### config.mk
export PLATFORM = sky130hd
export DESIGN_NAME = serial_mag_comp
export DESIGN_NICKNAME = d
export VERILOG_FILES = /design/src/rtl/serial_mag_comp.sv
export SDC_FILE = /design/constraint.sdc
export NUM_CORES = 1
export LEC_CHECK = 0
export ABC_AREA = 1
export ABC_CLOCK_PERIOD_IN_PS = 1800
export BUFFER_PORTS_ARGS = -buffer_cell sky130_fd_sc_hd__buf_2
export CAP_MARGIN = 20
export CORE_MARGIN = 2
export CORE_UTILIZATION = 45
export CTS_BUF_LIST = sky130_fd_sc_hd__clkbuf_4
export CTS_CLUSTER_DIAMETER = 100
export DETAILED_ROUTE_END_ITERATION = 12
export GPL_TIMING_DRIVEN = 0
export PLACE_DENSITY = 0.67
export SYNTH_ARGS = -nofsm -noshare
export SYNTH_HDL_FRONTEND = slang
export SYNTH_SLANG_ARGS = --single-unit
### constraint.sdc
create_clock -name clk -period 1.8 [get_ports clk]
set_input_delay 0.09 -clock clk [delete_from_list [all_inputs] [get_ports clk]]
set_output_delay 0.09 -clock clk [all_outputs]
set_load 0.02 [all_outputs]
### src/rtl/serial_mag_comp.sv
`default_nettype none
// ============================================================================
// Module   : serial_mag_comp
// Purpose  : Bit-serial unsigned magnitude comparator. Operands are captured
//            on an accepted start, then one bit pair per clock is compared,
//            MSB first. The first differing bit decides the verdict; with
//            EARLY_EXIT=1 the operation ends on that bit, otherwise the scan
//            always runs down to bit 0.
// Ports    : clk      - rising-edge clock
//            rst      - synchronous active-high reset
//            start    - begin request, only honoured in IDLE
//            A, B     - operands, captured on the accepted start edge
//            busy     - high in SHIFT and DONE
//            done     - one-cycle pulse, flags valid from this cycle on
//            Gt/Eq/Le - A>B / A==B / A<B, held until next start or reset
//            bit_idx  - index of the bit under comparison (debug)
// Revision : 1.0 - initial release
// ============================================================================
module serial_mag_comp #(
  parameter int WIDTH      = 8,
  parameter bit EARLY_EXIT = 1'b1
) (
  input  logic                   clk,
  input  logic                   rst,
  input  logic                   start,
  input  logic [WIDTH-1:0]       A,
  input  logic [WIDTH-1:0]       B,
  output logic                   busy,
  output logic                   done,
  output logic                   Gt,
  output logic                   Eq,
  output logic                   Le,
  output logic [$clog2(WIDTH):0] bit_idx
);

  localparam int IW = $clog2(WIDTH) + 1;

  typedef enum logic [1:0] {
    S_IDLE  = 2'd0,
    S_SHIFT = 2'd1,
    S_DONE  = 2'd2
  } state_t;

  state_t           r_state, w_state;
  logic [WIDTH-1:0] r_a, w_a;
  logic [WIDTH-1:0] r_b, w_b;
  logic [IW-1:0]    r_idx, w_idx;
  logic             r_dec, w_dec;      // a decision has been latched
  logic             r_gt, w_gt;
  logic             r_eq, w_eq;
  logic             r_le, w_le;
  logic             r_busy, w_busy;
  logic             r_done, w_done;

  logic             w_a_bit, w_b_bit;
  logic             w_new_dec;         // first differing bit seen this cycle

  assign w_a_bit   = r_a[WIDTH-1];
  assign w_b_bit   = r_b[WIDTH-1];
  assign w_new_dec = (w_a_bit != w_b_bit) && !r_dec;

  always_ff @(posedge clk) begin
    if (rst) begin
      r_state <= S_IDLE;
      r_a     <= '0;
      r_b     <= '0;
      r_idx   <= '0;
      r_dec   <= 1'b0;
      r_gt    <= 1'b0;
      r_eq    <= 1'b0;
      r_le    <= 1'b0;
      r_busy  <= 1'b0;
      r_done  <= 1'b0;
    end else begin
      r_state <= w_state;
      r_a     <= w_a;
      r_b     <= w_b;
      r_idx   <= w_idx;
      r_dec   <= w_dec;
      r_gt    <= w_gt;
      r_eq    <= w_eq;
      r_le    <= w_le;
      r_busy  <= w_busy;
      r_done  <= w_done;
    end
  end

  always_comb begin
    w_state = r_state;
    w_a     = r_a;
    w_b     = r_b;
    w_idx   = r_idx;
    w_dec   = r_dec;
    w_gt    = r_gt;
    w_eq    = r_eq;
    w_le    = r_le;

    case (r_state)
      S_IDLE: begin
        if (start) begin
          w_a     = A;
          w_b     = B;
          w_idx   = IW'(WIDTH - 1);
          w_dec   = 1'b0;
          w_gt    = 1'b0;
          w_eq    = 1'b0;
          w_le    = 1'b0;
          w_state = S_SHIFT;
        end
      end

      S_SHIFT: begin
        if (w_new_dec) begin
          w_dec = 1'b1;
          w_gt  = w_a_bit & ~w_b_bit;
          w_le  = ~w_a_bit & w_b_bit;
        end
        if (EARLY_EXIT && w_new_dec) begin
          w_state = S_DONE;
        end else if (r_idx == '0) begin
          // Equal only if no bit, including this last one, ever differed.
          w_eq    = !r_dec && !w_new_dec;
          w_state = S_DONE;
        end else begin
          w_a   = r_a << 1;
          w_b   = r_b << 1;
          w_idx = r_idx - IW'(1);
        end
      end

      S_DONE: begin
        w_state = S_IDLE;
      end

      default: begin
        w_state = S_IDLE;
      end
    endcase

    // Status flags are registered copies of the next-state decode.
    w_busy = (w_state != S_IDLE);
    w_done = (w_state == S_DONE);
  end

  assign busy    = r_busy;
  assign done    = r_done;
  assign Gt      = r_gt;
  assign Eq      = r_eq;
  assign Le      = r_le;
  assign bit_idx = r_idx;

endmodule
`default_nettype wire

==> qor.yml, run 1 <==
outcome: "complete, no violations"
synth-simple-area-share: 0.383
drtPass1Iterations: 4
grtUsageTotal: 0.176
r2r_end: "r_b[1]$_SDFFE_PP0P_"
synthAdderAreaFrac: 0.0269
antenna_cells: 0
yosysSeqAreaShare: 0.401
initial_core_util: 0.465
slew_violations: 0
grt-ovfl-total: 0
rr_worst_depth: 11
htreeDepth: 1
dp_cells: 272
yosys-top-cells-area: "dfxtp_1 40%, nand2_1 20%, nor2_1 12%"
synth_cell_types: 23
root_buffer: "clkbuf_4"
hold_viol: 0
synth_compound_area_frac: 0.0735
p_int_mw: 1.26
fillerInstances: 319
crit_path_max_fanout: 10
p_total_mw: 2.20
worst_slack_ns: 0.184
clock_latency_ns: 0.32
grt_pass1_wl_mm: 4.77
multi_input_area_um2: 683
drive_gt1_frac: 0.169
maxCapViolCount: 0
io_pins: 28
wl_mm: 2.75
clock_skew_ns: 0.00379
timing.rr.start: "r_a[7]$_SDFFE_PP0P_"
syn2layout_area_growth_pct: 14.2
startpoint: "r_a[7]$_SDFFE_PP0P_"
antenna_left: 0
switching_share: 0.426
crit_type: "register to register"
grt_max_degree: 16
drtIter0Drc: 34
placed_area_mm2: 0.00157
final_cell_mix: "73 x nand2_1, 43 x nor2_1, 28 x dfxtp_1"
grt_antenna_before_repair: 0
switchingPower_mw: 0.937
vias: 1285
synth_top_area_share: 0.401
pwr-share-comb: 0.489
synth_nets: 235
cts_made_buffers: 3
crit_end: "r_b[1]$_SDFFE_PP0P_"
finalInstanceArea_mm2: 0.00159
syn_inst: 213
synth.largest_area_cell: "dfxtp_1"
crit_arrival_ns: 1.86
die_y_um: 59.7
rrSetupSlack_ns: 0.18
tightest_slew_ns: 0.454
cts_resized: 0
vias_per_cell: 4.66
finalNetCount: 266
power_density_mw_per_mm2: 1380
end_kind: "register"
dieArea_mm2: 0.00356
synthMuxAreaShare: 0
synth_top_family_by_area: "simple AND/OR/NAND/NOR gates"
grt_pass1_vias: 1171
syn_avg_cell_area_um2: 6.56
dp_slack_ns: 0.197
rsz0062_at_grt: "false"
seqPwrFrac: 0.392
period_share: 0.898
stdcell_count: 276
rows: 20
ir_drop_mv: 0.568
power_leakage_nw: 0.848
clk_pin_slew_ns: 0.15
cts_tree: "yes"
ctsHoldBuffers: 0
io_buffers: 26
wl_per_cell_um: 9.96
hp-class: "input port to register"
startpoint_type: "register"
clock_path_buffers: 2
required_ns: 2.04
synthXorXnorAreaFrac: 0.00627
place.gp.congestion: 0.745
mostFrequentLayoutCell: "nand2_1"
clkPwrFrac: 0.119
numClockSinks: 28
setup_violations: 0
coreArea_mm2: 0.00300
finalSetupTns_ns: 0
synth_area_mm2: 0.00140
seq_area_um2: 561
synth_seq_cells: 28
post_cts_buffers: 0
dp_hpwl_mm: 2.05
fin_crit_ns: 1.62
fmax_mhz: 619
yosys_warnings: 0
drc: 0
die_w_um: 59.7
max_slew_margin: 0.697
## per-layer routing
| metal | GRT usage | part of all wire | routed length [µm] |
|---|---|---|---|
| met1 | 0.228 | 0.50 | 1360 |
| met2 | 0.303 | 0.45 | 1230 |
| met4 | 0.0571 | 0.015 | 40 |
| met3 | 0.0195 | 0.043 | 119 |
| met5 | 0 | 0 | 0 |
## power by group through the flow
stage,clock network [mW],logic [mW],registers (mW)
global placement,0,1.08,0.871
global route,0.294,1.24,0.877
floorplan,0,0.797,0.921
CTS,0.271,1.09,0.862
finish,0.262,1.07,0.860
detailed placement,0,1.08,0.876
## cells by family (layout without fill, tap and decap cells)
kind of cell	Yosys count	count (layout)
AOI/OAI and AO/OA	20	20
xor gates and xnor gates	1	1
adders and majority gates	3	3
buffers and inverters	33	63
DFF	28	28
and+or+nand+nor	128	128
## area by class of cell
| class | instances | share of cell area |
|---|---|---|
| inverter | 26 | 0.0612 |
| clock inverter | 1 | 0.00235 |
| clock buffer | 3 | 0.0141 |
| multi-input combinational | 152 | 0.429 |
| buffer | 7 | 0.0345 |
| timing repair buffer | 26 | 0.0816 |
| tap | 33 | 0.0259 |
| sequential | 28 | 0.352 |
## sequential cells by signal, summed over array words and instances (netlist names)
signal / cells
r_a: 8
r_b: 8
bit_idx: 4
r_state: 2
Eq: 1
Gt: 1
Le: 1
busy: 1
done: 1
r_dec: 1
## critical path, cell delays in order, from the launching register on
cell,delay (ns)
dfxtp_1,0.36
inv_1,0.06
ha_1,0.30
inv_1,0.06
nand2_1,0.11
nand2_4,0.12
nand2_4,0.07
nand2_4,0.13
buf_6,0.17
nand2_1,0.06
nand2_1,0.05
nor2_1,0.04
## per-stage QoR
stage,utilization,hold slack [ns]
detailed placement,0.522,0.394
CTS,0.531,0.0271
finish,0.531,0.0301
floorplan,-,0.257
global route,0.531,0.0355
global placement,0.522,0.395
## worst min-delay path by stage
| stage | startpoint | endpoint | slack, ns | cells after the start |
|---|---|---|---|---|
| floorplan | A[0] | r_a[0]$_SDFFE_PP0P_ | 0.26 | 2 |
| detailed placement | rst | r_state[1]$_SDFF_PP0_ | 0.39 | 2 |
| global placement | rst | r_state[1]$_SDFF_PP0_ | 0.40 | 2 |
| CTS | rst | Eq$_SDFFE_PP0P_ | 0.03 | 2 |
| global route | rst | Eq$_SDFFE_PP0P_ | 0.04 | 2 |
| finish | rst | Eq$_SDFFE_PP0P_ | 0.03 | 2 |
## synthesized netlist by cell type (all sizes together)
cell / number
a21oi: 7
buf: 5
clkbuf: 2
clkinv: 1
dfxtp: 28
ha: 3
inv: 25
nand2: 76
nand3: 4
nand3b: 1
nand4: 2
nor2: 44
nor3: 1
o21a: 1
o21ai: 12
xnor2: 1
Power figures use the tool's default switching activity.
==> run 2, diff against run 1 <==
Settings changed: ABC_AREA 1 to unset, CAP_MARGIN 20 to 40, PLACE_DENSITY 0.67 to 0.68.
==> run 2 against run 1 <==
  * The flow now finishes with violations (design-rule violations)
  * Clock skew rose by 0.0083 ns
  * Non-clock buffer count rose by 16
  * Sequential share of layout area fell by 4.1 points
  * Total power fell by 9.7%
  * Sequential power fell by 8.4%
  * Die area fell by 3.1%
  * Global-route usage rose by 5.5 points
  * Routed wire length rose by 35%
  * Synthesized area fell by 3.3%
  * Utilization rose by 12 points
  * Cell area rose by 14%
  * Highest routed layer unchanged
==> qor.yml, run 2 <==
dp_slack_ns: -0.179  # -0.376 ns
fin_crit_ns: 1.77  # +0.157 ns
synth_area_mm2: 0.00135  # -3.3%
wl_mm: 3.72  # +35%
ys.flop_type: "dfxtp_1"
period_share: 0.985  # +0.0875
stdcell_count: 225  # -18%
setup_violations: 0  # unchanged
slowest_stage: "or4_4"
hold_ws_ns: 0.0117  # -0.0185 ns
synth_top_area_share: 0.415  # +0.0138
cts_tree: "yes"
finalSetupTns_ns: 0  # unchanged
slew_violations: 0  # unchanged
clkPwrFrac: 0.211  # +0.092
seqPwrFrac: 0.397  # +0.005
root_buffer: "clkbuf_4"
startpoint_type: "register"
yosys_warnings: 0  # unchanged
initial_core_util: 0.481  # +0.0163
hp-class: "input port to register"
fmax_mhz: 564  # -8.9%
ir_drop_mv: 0.529  # -6.8%
path_buf_inv: 1  # -2
numClockSinks: 28  # unchanged
final_cell_mix: "33 x nand2_1, 32 x buf_2, 24 x dfxtp_1"
slowest_delay_ns: 0.49  # +0.13 ns
synthTopCellsByCount: "33 x nand2_1, 29 x a311oi_1, 28 x dfxtp_1"
dp_cells: 215  # -21%
synth_seq_cells: 28  # unchanged
die_w_um: 58.8  # -1.6%
switchingPower_mw: 0.719  # -23%
place.gp.congestion: 0.766  # +2.8%
drc: 3  # +3
rows: 19  # -5.0%
worst_slack_ns: 0.0267  # -0.157 ns
dieArea_mm2: 0.00345  # -3.1%
crit_type: "register to register"
syn_avg_cell_area_um2: 8.54  # +30%
grt-ovfl-total: 0  # unchanged
syn_inst: 158  # -26%
violations: "design-rule violations"
crit_arrival_ns: 2.03  # +0.17 ns
vias: 1383  # +7.6%
p_int_mw: 1.27  # +0.40%
drtIter0Drc: 46  # +35%
rsz0062_at_grt: "true"
synth-edff-count: 0  # unchanged
cts_made_buffers: 3  # unchanged
finalNetCount: 217  # -18%
end_kind: "register"
maxCapViolCount: 0  # unchanged
clock_latency_ns: 0.34  # +0.02 ns
grt_antenna_before_repair: 0  # unchanged
clock_skew_ns: 0.0121  # +0.00834 ns
cp_cell_sequence: "inv_2 -> ha_4 -> or3b_4 -> or4_4 -> a211oi_2"
crit_family: "simple AND/OR/NAND/NOR gates"
coreArea_mm2: 0.00281  # -6.6%
rrSetupSlack_ns: 0.03  # -0.16 ns
async_reset_ff_frac: 0  # unchanged
grt_pass1_vias: 1282  # +9.5%
io_pins: 28  # unchanged
switching_share: 0.362  # -0.0639
vias_per_cell: 6.15  # +32%
tightest_slew_ns: 0.632  # +0.178 ns
yosys-top-cells-area: "dfxtp_1 42%, a311oi_1 19%, nand2_1 9.2%"
hold_viol: 0  # unchanged
wl_per_cell_um: 16.5  # +66%
synth_cell_types: 35  # +52%
io_buffers: 26  # unchanged
drive_gt1_frac: 0.412  # +0.244
required_ns: 2.06  # +0.02 ns
clk_pin_slew_ns: 0.16  # about the same
yosysSeqAreaShare: 0.415  # +0.0138
grt_max_degree: 17  # +1
fillerInstances: 233  # -27%
pwr-share-comb: 0.392  # -0.097
power_leakage_nw: 0.706  # -17%
mostFrequentLayoutCell: "nand2_1"
synth.largest_area_cell: "dfxtp_1"
drtPass1Iterations: 8  # +4
antenna_cells: 0  # unchanged
grtUsageTotal: 0.231  # +0.0554
antenna_left: 0  # unchanged
die_y_um: 58.8  # -1.6%
crit_path_max_fanout: 5  # -5
clock_path_buffers: 2  # unchanged
outcome: "finished with violations"
yosysMostFrequentCell: "nand2_1"
max_slew_margin: 0.578  # -0.119
power_density_mw_per_mm2: 1090  # -21%
dp_hpwl_mm: 2.50  # +22%
syn2layout_area_growth_pct: 34.9
grt_pass1_wl_mm: 6.12  # +28%
synth_nets: 180  # -23%
htreeDepth: 1  # unchanged
[run 2: cell count changes after synthesis, sizes merged, moves of 5 or more]
cell / delta
clkbuf: +9
nand2: -43
inv: -18
o21ai: -8
nor2: -40
a311oi: +29
a21oi: -5
[run 2: power by group through the flow]
stage	clock network, mW	logic (mW)	registers, mW
global placement	0	0.547	0.783
CTS	0.422	0.720	0.782
finish	0.419	0.777	0.788
global route	0.457	0.840	0.796
floorplan	0	0.385	0.798
detailed placement	0	0.567	0.788
[run 2: stage by stage]
| stage | power, mW | area [µm²] | util |
|---|---|---|---|
| global route | 2.09 | 1820 | 0.649 |
| detailed placement | 1.36 | 1520 | 0.542 |
| finish | 1.98 | 1820 | 0.649 |
| floorplan | 1.18 | 1350 | - |
| CTS | 1.92 | 1770 | 0.630 |
| global placement | 1.33 | 1520 | 0.542 |
[run 2: final timing paths]
| check | from | cells past startpoint | to |
|---|---|---|---|
| worst min register to register | Le$_SDFFE_PP0P_ | 2 | Le$_SDFFE_PP0P_ |
| worst max-delay path | bit_idx[1]$_SDFFE_PP0P_ | 5 | Eq$_SDFFE_PP0P_ |
| worst max register to register | bit_idx[1]$_SDFFE_PP0P_ | 5 | Eq$_SDFFE_PP0P_ |
| worst min-delay path | B[6] | 3 | r_b[6]$_SDFFE_PP0P_ |
[run 2: repair_timing]
item / in CTS / in global routing
endpoints found under the hold margin: 3 / 1
setup buffers: 2 / 2
hold buffers: 3 / 1
resized for setup: 34 / 14
setup endpoints to repair: 25 / 18
pin swaps: 1 / 2
cloned: 0 / 0
[run 2: routing by layer]
metal	vias to the layer above	wire (µm)	global-route usage
met4	0	37	0.0584
met5	-	0	0
met2	31	1880	0.384
met1	677	1670	0.320
li1	670	-	-
met3	5	127	0.0264
[run 2: tightest hold or removal path: stages]
cell	delay, ns
buf_2	0.10
nand2_1	0.04
a311oi_1	0.07
[run 2: layout make-up]
type                            instances  area [µm²]  share of cell area
Inverter                                7        26.3              0.0144
Multi-Input combinational cell        106         856               0.470
Tap cell                               31        38.8              0.0213
Clock buffer                            3        22.5              0.0124
Clock inverter                          1        30.0              0.0165
Sequential cell                        28         566               0.310
Timing Repair Buffer                   34         200               0.110
Buffer                                 15        82.6              0.0453
[run 2: cell families after synthesis]
group,Yosys count,synth area share
and+or+nand+nor,53,0.184
adders and majority gates,3,0.0278
DFF,28,0.415
buffers and inverters,24,0.0714
AOI/OAI and AO/OA,50,0.302
